===== src/rtl/yapp_router_pkg.sv =====
// Shared definitions for the YAPP multi-channel router: input FSM states,
// header field positions, protocol limits and event-counter helpers.
package yapp_router_pkg;

  typedef enum logic [2:0] {
    IDLE,
    WAIT_SPACE,
    FWD,
    PAR,
    DROP
  } state_e;

  // Header byte layout: {len[5:0], addr[1:0]}
  localparam int HDR_ADDR_LSB = 0;
  localparam int HDR_ADDR_W   = 2;
  localparam int HDR_LEN_LSB  = 2;
  localparam int HDR_LEN_W    = 6;

  localparam int YAPP_MAX_LEN = 63;

  localparam int CNT_W = 8;

  // Saturating increment for the event counters (sticks at all-ones).
  function automatic logic [CNT_W-1:0] sat_inc(input logic [CNT_W-1:0] v);
    return (&v) ? v : v + 1'b1;
  endfunction

endpackage


===== src/rtl/yapp_chan_fifo.sv =====
// Per-channel output FIFO of the YAPP router. First-word fall-through:
// dout_o always shows the head entry while empty_o is low. free_o reports
// the number of unused entries; it reflects a pop only after the pop edge.
module yapp_chan_fifo #(
  parameter  int DEPTH = 128,
  localparam int AW    = $clog2(DEPTH)
) (
  input  logic          clk_i,
  input  logic          rst_ni,
  input  logic          push_i,
  input  logic          pop_i,
  input  logic [7:0]    din_i,
  output logic [7:0]    dout_o,
  output logic          empty_o,
  output logic [AW:0]   free_o
);

  logic [7:0]    mem_q [DEPTH];
  logic [AW-1:0] wr_q, wr_d;
  logic [AW-1:0] rd_q, rd_d;
  logic [AW:0]   cnt_q, cnt_d;
  logic          pop_ok;

  assign pop_ok  = pop_i && (cnt_q != '0);
  assign empty_o = (cnt_q == '0);
  assign dout_o  = mem_q[rd_q];
  assign free_o  = (AW+1)'(DEPTH) - cnt_q;

  // Next pointer/occupancy values; pointers wrap naturally (DEPTH is 2^AW).
  always_comb begin
    wr_d  = wr_q;
    rd_d  = rd_q;
    cnt_d = cnt_q;
    if (push_i) wr_d = wr_q + 1'b1;
    if (pop_ok) rd_d = rd_q + 1'b1;
    case ({push_i, pop_ok})
      2'b10:   cnt_d = cnt_q + 1'b1;
      2'b01:   cnt_d = cnt_q - 1'b1;
      default: cnt_d = cnt_q;
    endcase
  end

  // Storage array; contents need no reset because occupancy gates visibility.
  always_ff @(posedge clk_i) begin
    if (push_i) mem_q[wr_q] <= din_i;
  end

  // Pointer and occupancy registers.
  always_ff @(posedge clk_i or negedge rst_ni) begin
    if (!rst_ni) begin
      wr_q  <= '0;
      rd_q  <= '0;
      cnt_q <= '0;
    end else begin
      wr_q  <= wr_d;
      rd_q  <= rd_d;
      cnt_q <= cnt_d;
    end
  end

endmodule


===== src/rtl/yapp_router_mc.sv =====
// YAPP multi-channel packet router top level. Classifies each header,
// admits a packet only when its target FIFO can hold all of it, drops
// illegal/disabled/oversized packets and flags parity errors.
// Optional build macro YAPP_STATS_EN: when defined, the three saturating
// event counters are implemented; otherwise the counter ports read 0.
module yapp_router_mc
  import yapp_router_pkg::*;
#(
  parameter int NUM_CHAN   = 3,
  parameter int FIFO_DEPTH = 128
) (
  input  logic                  clock,
  input  logic                  reset,
  input  logic [7:0]            in_data,
  input  logic                  in_data_vld,
  output logic                  in_suspend,
  output logic                  error,
  input  logic [NUM_CHAN-1:0]   chan_en,
  input  logic [5:0]            max_pkt_len,
  output logic [8*NUM_CHAN-1:0] data_out,
  output logic [NUM_CHAN-1:0]   data_vld,
  input  logic [NUM_CHAN-1:0]   suspend,
  output logic [CNT_W-1:0]      parity_err_cnt,
  output logic [CNT_W-1:0]      len_err_cnt,
  output logic [CNT_W-1:0]      ill_addr_cnt
);

  localparam int FREE_W = $clog2(FIFO_DEPTH) + 1;

  state_e                  state_q;
  logic [HDR_ADDR_W-1:0]   tgt_q;
  logic [HDR_LEN_W-1:0]    len_q;
  logic [HDR_LEN_W:0]      rem_q;
  logic [7:0]              par_q;
  logic                    err_q;

  logic [HDR_ADDR_W-1:0]   hdr_addr;
  logic [HDR_LEN_W-1:0]    hdr_len;
  logic [HDR_ADDR_W-1:0]   sel_addr;
  logic [HDR_LEN_W-1:0]    sel_len;
  logic                    sel_en;
  logic [FREE_W-1:0]       sel_free;
  logic [FREE_W:0]         need;
  logic                    space_ok;
  logic                    hdr_illegal;
  logic                    hdr_oversize;
  logic                    accept;
  logic                    push_en;
  logic [HDR_ADDR_W-1:0]   push_addr;
  logic                    ev_par;

  logic [FREE_W-1:0]       free_w [NUM_CHAN];
  logic [NUM_CHAN-1:0]     empty_w;
  logic [NUM_CHAN-1:0]     push_w;
  logic [NUM_CHAN-1:0]     pop_w;

  assign hdr_addr = in_data[HDR_ADDR_LSB +: HDR_ADDR_W];
  assign hdr_len  = in_data[HDR_LEN_LSB  +: HDR_LEN_W];

  // While waiting for space the latched header decides; in IDLE the live byte does.
  assign sel_addr = (state_q == WAIT_SPACE) ? tgt_q : hdr_addr;
  assign sel_len  = (state_q == WAIT_SPACE) ? len_q : hdr_len;

  // Look up enable and free space of the addressed channel. An address at or
  // beyond NUM_CHAN matches no channel and so reads as disabled.
  always_comb begin
    sel_en   = 1'b0;
    sel_free = '0;
    for (int i = 0; i < NUM_CHAN; i++) begin
      if (sel_addr == HDR_ADDR_W'(i)) begin
        sel_en   = chan_en[i];
        sel_free = free_w[i];
      end
    end
  end

  assign need         = (FREE_W+1)'(sel_len) + (FREE_W+1)'(2);
  assign space_ok     = {1'b0, sel_free} >= need;
  assign hdr_illegal  = !sel_en;
  assign hdr_oversize = hdr_len > max_pkt_len;

  assign in_suspend = (state_q == WAIT_SPACE) ||
                      ((state_q == IDLE) && in_data_vld &&
                       !hdr_illegal && !hdr_oversize && !space_ok);
  assign accept     = in_data_vld && !in_suspend;

  assign push_en   = accept && (((state_q == IDLE) && !hdr_illegal && !hdr_oversize) ||
                                (state_q == FWD) || (state_q == PAR));
  assign push_addr = (state_q == IDLE) ? hdr_addr : tgt_q;
  assign ev_par    = (state_q == PAR) && in_data_vld && (par_q != in_data);

  // Steer the accepted byte into the target channel FIFO.
  always_comb begin
    push_w = '0;
    for (int i = 0; i < NUM_CHAN; i++) begin
      if (push_en && (push_addr == HDR_ADDR_W'(i))) push_w[i] = 1'b1;
    end
  end

  for (genvar g = 0; g < NUM_CHAN; g++) begin : g_chan
    yapp_chan_fifo #(
      .DEPTH (FIFO_DEPTH)
    ) u_fifo (
      .clk_i   (clock),
      .rst_ni  (reset),
      .push_i  (push_w[g]),
      .pop_i   (pop_w[g]),
      .din_i   (in_data),
      .dout_o  (data_out[8*g +: 8]),
      .empty_o (empty_w[g]),
      .free_o  (free_w[g])
    );
    assign data_vld[g] = !empty_w[g];
    assign pop_w[g]    = !empty_w[g] && !suspend[g];
  end

  // Input packet FSM: header classification, payload count, running parity
  // and the registered one-cycle parity-error pulse.
  always_ff @(posedge clock or negedge reset) begin
    if (!reset) begin
      state_q <= IDLE;
      tgt_q   <= '0;
      len_q   <= '0;
      rem_q   <= '0;
      par_q   <= '0;
      err_q   <= 1'b0;
    end else begin
      err_q <= ev_par;
      case (state_q)
        IDLE: begin
          if (in_data_vld) begin
            if (hdr_illegal || hdr_oversize) begin
              rem_q   <= (HDR_LEN_W+1)'(hdr_len) + 1'b1;
              state_q <= DROP;
            end else if (space_ok) begin
              tgt_q   <= hdr_addr;
              len_q   <= hdr_len;
              rem_q   <= (HDR_LEN_W+1)'(hdr_len);
              par_q   <= in_data;
              state_q <= (hdr_len == '0) ? PAR : FWD;
            end else begin
              tgt_q   <= hdr_addr;
              len_q   <= hdr_len;
              state_q <= WAIT_SPACE;
            end
          end
        end
        WAIT_SPACE: begin
          if (space_ok) state_q <= IDLE;
        end
        FWD: begin
          if (in_data_vld) begin
            par_q <= par_q ^ in_data;
            rem_q <= rem_q - 1'b1;
            if (rem_q == (HDR_LEN_W+1)'(1)) state_q <= PAR;
          end
        end
        PAR: begin
          if (in_data_vld) state_q <= IDLE;
        end
        DROP: begin
          if (in_data_vld) begin
            rem_q <= rem_q - 1'b1;
            if (rem_q == (HDR_LEN_W+1)'(1)) state_q <= IDLE;
          end
        end
        default: state_q <= IDLE;
      endcase
    end
  end

  assign error = err_q;

`ifdef YAPP_STATS_EN
  logic             ev_ill;
  logic             ev_len;
  logic [CNT_W-1:0] par_cnt_q;
  logic [CNT_W-1:0] len_cnt_q;
  logic [CNT_W-1:0] ill_cnt_q;

  // Illegal address wins over oversize, so each header bumps at most one counter.
  assign ev_ill = (state_q == IDLE) && in_data_vld && hdr_illegal;
  assign ev_len = (state_q == IDLE) && in_data_vld && !hdr_illegal && hdr_oversize;

  // Saturating event counters.
  always_ff @(posedge clock or negedge reset) begin
    if (!reset) begin
      par_cnt_q <= '0;
      len_cnt_q <= '0;
      ill_cnt_q <= '0;
    end else begin
      if (ev_par) par_cnt_q <= sat_inc(par_cnt_q);
      if (ev_len) len_cnt_q <= sat_inc(len_cnt_q);
      if (ev_ill) ill_cnt_q <= sat_inc(ill_cnt_q);
    end
  end

  assign parity_err_cnt = par_cnt_q;
  assign len_err_cnt    = len_cnt_q;
  assign ill_addr_cnt   = ill_cnt_q;
`else
  assign parity_err_cnt = '0;
  assign len_err_cnt    = '0;
  assign ill_addr_cnt   = '0;
`endif

endmodule


===== config.mk =====
export PLATFORM = sky130hd
export DESIGN_NAME = yapp_router_mc
export DESIGN_NICKNAME = d
export VERILOG_FILES = /design/src/rtl/yapp_router_pkg.sv /design/src/rtl/yapp_chan_fifo.sv /design/src/rtl/yapp_router_mc.sv
export SDC_FILE = /design/constraint.sdc
export NUM_CORES = 2
export LEC_CHECK = 0
export CAP_MARGIN = 5
export CORE_UTILIZATION = 45
export CTS_CLUSTER_DIAMETER = 30
export DETAILED_ROUTE_END_ITERATION = 16
export PLACE_DENSITY = 0.68
export SLEW_MARGIN = 20
export SYNTH_ARGS = -nofsm -noshare
export SYNTH_HDL_FRONTEND = slang
export SYNTH_SLANG_ARGS = --single-unit
export TNS_END_PERCENT = 30

===== constraint.sdc =====
create_clock -name clock -period 5.9 [get_ports clock]
set_clock_uncertainty 0.05 [all_clocks]
set_input_delay 0.59 -clock clock [delete_from_list [all_inputs] [get_ports clock]]
set_output_delay 0.59 -clock clock [all_outputs]
set_load 0.02 [all_outputs]

* Yosys cells after proc, flatten, opt, wreduce, memory -nomap -nowiden
Memory sizes are Yosys's and may differ from the RTL's.
Cells that the tools add are included.
** Word-level totals
- Word-level logic and storage cells :: 162
- Register bits after elaboration :: 93
- Bits in writable memories :: 3072
- Output and inout bits :: 53
- Bits of input ports :: 23
- Memories kept :: 3
** Memories
- g_chan[0].u_fifo.mem_q :: words 128, bits a word 8, rd ports 1, clocked after memory_dff 0, write ports 1, line yapp_chan_fifo.sv:18 : logic [7:0] mem_q [DEPTH];
- g_chan[1].u_fifo.mem_q :: words 128, bits a word 8, rd ports 1, clocked after memory_dff 0, write ports 1, line yapp_chan_fifo.sv:18
- g_chan[2].u_fifo.mem_q :: words 128, bits a word 8, rd ports 1, clocked after memory_dff 0, write ports 1, line yapp_chan_fifo.sv:18
** Operators by class
- Muxes and demuxes :: 42
- Reduce and logical (&&, ||, !) cells :: 53
- Bitwise operators :: 2
- Equal/unequal tests :: 27
- Magnitude comparators :: 2
- Add/subtract/negate cells :: 18
** Operators by type and width (number)
- $pmux W8 S2 :: 4
- $mux W8 :: 7
- $add A7 B1 Y7 const B :: 6
- $mux W7 :: 4
- $add A8 B1 Y8 const B :: 3
- $logic_not A8 Y1 :: 3
- $mux W3 :: 8
- $reduce_bool A8 Y1 :: 3
- $sub A8 B1 Y8 const B :: 3
- $sub A8 B8 Y8 const A :: 3
- $logic_and A1 B1 Y1 :: 19
- $ne A2 B2 Y1 const B :: 8
- $pmux W3 S5 :: 1
- $pmux W7 S2 :: 1
- $mux W1 :: 13
- $eq A2 B1 Y1 const B :: 5
- $eq A2 B2 Y1 const B :: 5
- $logic_not A1 Y1 :: 10
- $reduce_bool A2 Y1 :: 5
- $ge A8 B7 Y1 :: 1
- $ne A8 B8 Y1 :: 1
- $xor A8 B8 Y8 :: 1
- $add A6 B1 Y7 const B :: 1
- $add A6 B2 Y7 const B :: 1
- other kinds (20) :: 28

* Longest topological paths before layout
- Depth in word-level cells :: 17
- Depth in mapped cells :: 27
- Depth with buffers taken out :: 24

* Hierarchy
From an unflattened synthesis, not the netlist that was laid out.
** Unflattened totals
- Cell total of the unflattened synthesis :: 6451
- Area total of the unflattened synthesis :: 125904.5 µm²
** By module, submodules not included
- yapp_chan_fifo (g_chan[0].u_fifo) :: area each 41100.7 µm², cells an instance 2044, instances 1
- yapp_chan_fifo (g_chan[1].u_fifo) :: area each 41031.9 µm², cells an instance 2030, instances 1
- yapp_chan_fifo (g_chan[2].u_fifo) :: area each 40994.3 µm², cells an instance 2031, instances 1
- yapp_router_mc :: area each 2777.7 µm², cells an instance 346, instances 1

* Worst setup path before layout
OpenSTA, ideal clock, no wires.
- Path kind :: flip-flop to flip-flop
- Start point :: register state_q[0]
- End point :: register g_chan[1].u_fifo.cnt_q[7]
- Library setup time :: 80 ps
- Period minus slack after synthesis :: 5641 ps
- Arrival time :: 5511 ps
- Data required time :: 5770 ps
- Path slack :: 259 ps
- Stages on the path, launching flop included :: 25
- Path through :: dfrtp_1 -> clkbuf_1 -> nor3b_1 -> o21ai_0 -> ha_1 -> nand3_1 -> xor2_1 -> nor2_1 -> a21oi_1 -> ha_1 -> a21o_1 -> a21oi_1 -> o211ai_1 -> o21a_1 -> o21ai_2 -> clkbuf_1 -> ha_1 -> ha_1 -> a21o_1 -> a21oi_1 -> nor2b_1 -> o21a_1 -> o41ai_1 -> mux2i_1 -> xnor2_1
** On the way
- Word-level cells in the longest chain between the ends :: 17
** RTL lines
- start: declaration :: line yapp_router_mc.sv:30 : state_e state_q;
- start signal: assignment :: line yapp_router_mc.sv:140 : state_q <= (hdr_len == '0) ? PAR : FWD;
- branches (longest 13 deep; another with $ge A8 B7 Y1)
- $logic_and A1 B1 Y1 * :: line yapp_router_mc.sv:96 : if (push_en && (push_addr == HDR_ADDR_W'(i))) push_w[i] = 1'b1;
- $mux W1 * :: line yapp_router_mc.sv:96
- $eq A2 B1 Y1 / $eq A2 B2 Y1 (equally long branches) :: line yapp_chan_fifo.sv:36 : case ({push_i, pop_ok})
- $pmux W8 S2 / $reduce_bool A2 Y1 (equally long branches)
- end signal: assignment :: line yapp_chan_fifo.sv:57 : cnt_q <= cnt_d;
- end: declaration :: line yapp_chan_fifo.sv:21 : logic [AW:0] cnt_q, cnt_d;
Every way passes the cells marked *.
A chain may end at the register's enable or synchronous reset.

* Worst setup path in the final report
- Start point :: register g_chan[0].u_fifo.rd_q[0]
- End point :: output data_out[2]
** On the way
- Word-level cells in the longest chain between the ends :: 1
** RTL lines
- start: declaration :: line yapp_chan_fifo.sv:20 : logic [AW-1:0] rd_q, rd_d;
- start signal: assignment :: line yapp_chan_fifo.sv:56 : rd_q <= rd_d;
- $mem_v2 Z128 W8
- end: declaration :: line yapp_router_mc.sv:20 : output logic [8*NUM_CHAN-1:0] data_out,
Every way passes these cells.

==> summary.txt <==
====================================================================================
Result of the run                                                       finished clean
Post-Syn Area per Cell                                                      22.1 µm²
Setup repair after global routing missed its margin                            false
Most common cell in the netlist                                             edfxtp_1
Relative contribution of sequential cells to total power                       34.8%
Post-synth design cell area                                               126000 µm²
Num Clock Sinks                                                                 3165
Share of the synthesized area in the top cell type                             73.5%
Worst slew margin relative to its limit                                        21.2%
Total iterations of the first detailed-routing run                                 5
Placed Instances                                                                9345
All-layer global routing usage                                                 21.3%
Sum of net half-perimeters after detailed placement                        174000 µm
Detailed router's first-iteration violation count                               7221
IO buf count                                                                      51
Max Slew Vio Count                                                                 0
Cell accounting for the most synthesized area                               edfxtp_1
Maximum number of pins on one net before global-route repair                     200
Top post-synthesis cells by area                                        edfxtp_1 73%, mux4_2 17%, dfrtp_1 1.9%
Maximum capacitance violations                                                     0
Clock network power share                                                      41.2%
Standard-cell rows                                                               193
Endpoint kind of the worst setup timing path                             output port
Final Instance Count excl. Fillers                                             10300
Net switching power                                                          21.7 mW
Final setup margin                                                            151 ps
First-pass GRT wire length                                                 441000 µm
Boundary pin count                                                                76
Portion of the post-synthesis area used by sequential elements                 75.3%
End-of-flow core utilization                                                   54.5%
TritonCTS clock tree                                                            done
Critical Path RT                                                             5260 ps
DRC violation count after routing                                                  0
Fin crit share                                                                 97.4%
Minimum clock period                                                         5750 ps
Reg2reg start                                                             state_q[0]
Routability Congestion                                                         0.860
Clock buffers created by TritonCTS                                               534
Mapped Cells                                                                    5694
Switching Fraction                                                             28.6%
Data arrival time of the critical path                                       5110 ps
Power density over cell area                                              501 nW/µm²
Antenna violation net count after detailed routing                                 0
Floorplan die width                                                           530 µm
Source-to-sink clock delay at the later pin of the worst-skew pair           1020 ps
Post-synthesis to final-layout area growth                                     20.3%
Final Hold Fails                                                                   0
Post-synthesis register bit count                                               3165
Share of power burned in combinational logic                                   24.0%
Total congestion overflow                                                          0
Wire length per cell after detailed routing                                  28.8 µm
Pint                                                                         54.0 mW
Most instantiated flip-flop cell in the synthesis netlist                   edfxtp_1
Warning count from the yosys run                                                   0
Layout cell share with drive strength beyond 1                                 35.5%
WS Path Type                                                                 reg2out
Initial Utilization                                                            45.3%
CTS Root Buffer Type                                                       clkbuf_16
Die outline area                                                          281000 µm²
Synth top cells by count                                                3072 x edfxtp_1, 965 x mux4_2, 343 x nor3_1
Transition at the pin with the smallest max-transition slack                 1180 ps
Detailed Route WL                                                          297000 µm
Hold Slack                                                                    265 ps
Sum of negative setup slack                                                     0 ps
Core ar.                                                                  277000 µm²
CTS H-Tree Depth                                                                   6
Number of unique standard cell types used by synthesis                            69
DR vias/cell                                                                    5.95
Number of global-route vias before repair                                      63500
Proportion of synthesized flip-flops having asynchronous set or reset          2.94%
Count of flip-flops with a built-in enable after synthesis                      3072
Final layout net count                                                          6259
Capture point of the worst reg-to-reg path                              g_chan[2].u_fifo.cnt_q[7]
Lkg Pwr                                                                      47.8 nW
Worst-case register-to-register setup slack                                   330 ps
Die Y-Extent                                                                  530 µm
Number of buffers on the longest clock path                                        4
Sort of element at the start of the critical path                          flip-flop
Number of cell instances on the worst register-to-register path                   24
Vias post-DR                                                                   61500
Maximum achievable frequency                                               0.174 GHz
Largest vdd supply drop                                                     0.392 mV
Worst-path fanout max                                                             29
Worst hold path class                                                       in2async
Worst slack at placement                                                      152 ps
Count of endpoints failing setup in the final report                               0
Clock-pin slew on the worst setup and hold paths                               50 ps
Number of antenna violations at the first check in global routing                  9
====================================================================================
-- worst max-delay path by stage --
stage	from	to
after floorplan	state_q[0]	g_chan[1].u_fifo.cnt_q[7]
after global placement	in_data[3]	g_chan[0].u_fifo.cnt_q[7]
after detailed placement	in_data[3]	g_chan[2].u_fifo.cnt_q[7]
after CTS	g_chan[0].u_fifo.rd_q[0]	data_out[1]
after global routing	g_chan[0].u_fifo.rd_q[0]	data_out[1]
final	g_chan[0].u_fifo.rd_q[0]	data_out[2]
-- sequential cells by signal, indices dropped and copies added, names as in the netlist --
register	flops
g_chan.u_fifo.cnt_q	24
g_chan.u_fifo.wr_q	21
g_chan.u_fifo.mem_q	3072
error	1
par_q	8
len_q	6
rem_q	7
tgt_q	2
state_q	3
g_chan.u_fifo.rd_q	21
-- cell families after synthesis --
group / Yosys count / synth area share [%]
flops: 3165 / 75.3
mux: 1076 / 18.2
simple gates: 713 / 2.79
buf+inv: 408 / 1.40
compound gates: 192 / 1.10
xor+xnor: 88 / 0.614
fa+ha+maj: 51 / 0.526
other cells: 1 / 0.00299
-- placed cells by master (no fill, tap or decap), types with 11 or more instances in the layout --
master           count
nor2b_1             27
nand3_1             32
a221oi_1            12
ha_1                46
mux2_2              29
clkdlybuf4s50_1     41
inv_1               31
nor3_2             191
buf_4              209
clkinv_8            16
o31ai_1             13
clkinv_4            44
clkinv_1            57
nand2_1            112
bufinv_16           63
conb_1              24
clkinvlp_4          51
dfrtp_4             11
a21oi_1             19
inv_6               50
edfxtp_1          3072
nor2_1             112
o22ai_1             14
nor3_1             161
mux2i_1             78
nand4_1             13
clkbuf_1            53
xnor2_1             41
dfrtp_1             79
o21ai_0             41
nand2b_1            11
clkinv_2            66
buf_12              40
clkbuf_16          555
mux4_2             965
xor2_1              47
-- what timing repair did --
item / CTS / global route
hold endpoints to repair: 88 / 0
buffers inserted: 0 / 1
hold buffers: 8 / 0
gates resized for setup: 1 / 9
endpoints found under the setup margin: 1 / 7
pin swaps: 0 / 1
-- critical path: stages (launching register included) --
cell and delay [ps]:
dfrtp_4 840, buf_12 290, mux4_2 580, mux4_2 520, mux2i_1 510, o22ai_1 340, a221o_1 410, clkdlybuf4s50_1 570
-- stage by stage --
stage / area (µm²) / power, mW
global route: 151000 / 78.0
floorplan: 126000 / 38.4
finish: 151000 / 75.7
detailed placement: 132000 / 44.9
CTS: 150000 / 76.1
global placement: 132000 / 44.7
-- power groups by stage --
stage / Sequential [mW] / Combinational [mW] / Clock (mW)
floorplan: 25.6 / 12.8 / 0
global placement: 26.7 / 18.0 / 0
detailed placement: 26.8 / 18.1 / 0
finish: 26.3 / 18.2 / 31.2
global route: 26.4 / 19.1 / 32.5
CTS: 26.4 / 18.3 / 31.5
-- layout make-up --
cell class                      instances  area, µm²
Inverter                               33        124
Multi-Input combinational cell       2144      30300
Antenna cell                            3       7.51
Tap cell                             3705       4640
Fill cell                           20200     126000
Sequential cell                      3165      94600
Timing Repair Buffer                  307       2990
Clock buffer                          611      14100
Clock inverter                        364       4220
-- routing by layer --
layer  global-route usage, %  vias up  wire length (µm)
met5                       0        -                27
met1                    30.0    32600            120000
met4                    6.20        4              8230
li1                        -    25300                 -
met2                    33.8     2989            145000
met3                    4.23      541             24600
Note: power is estimated with default switching activity, not from simulation.
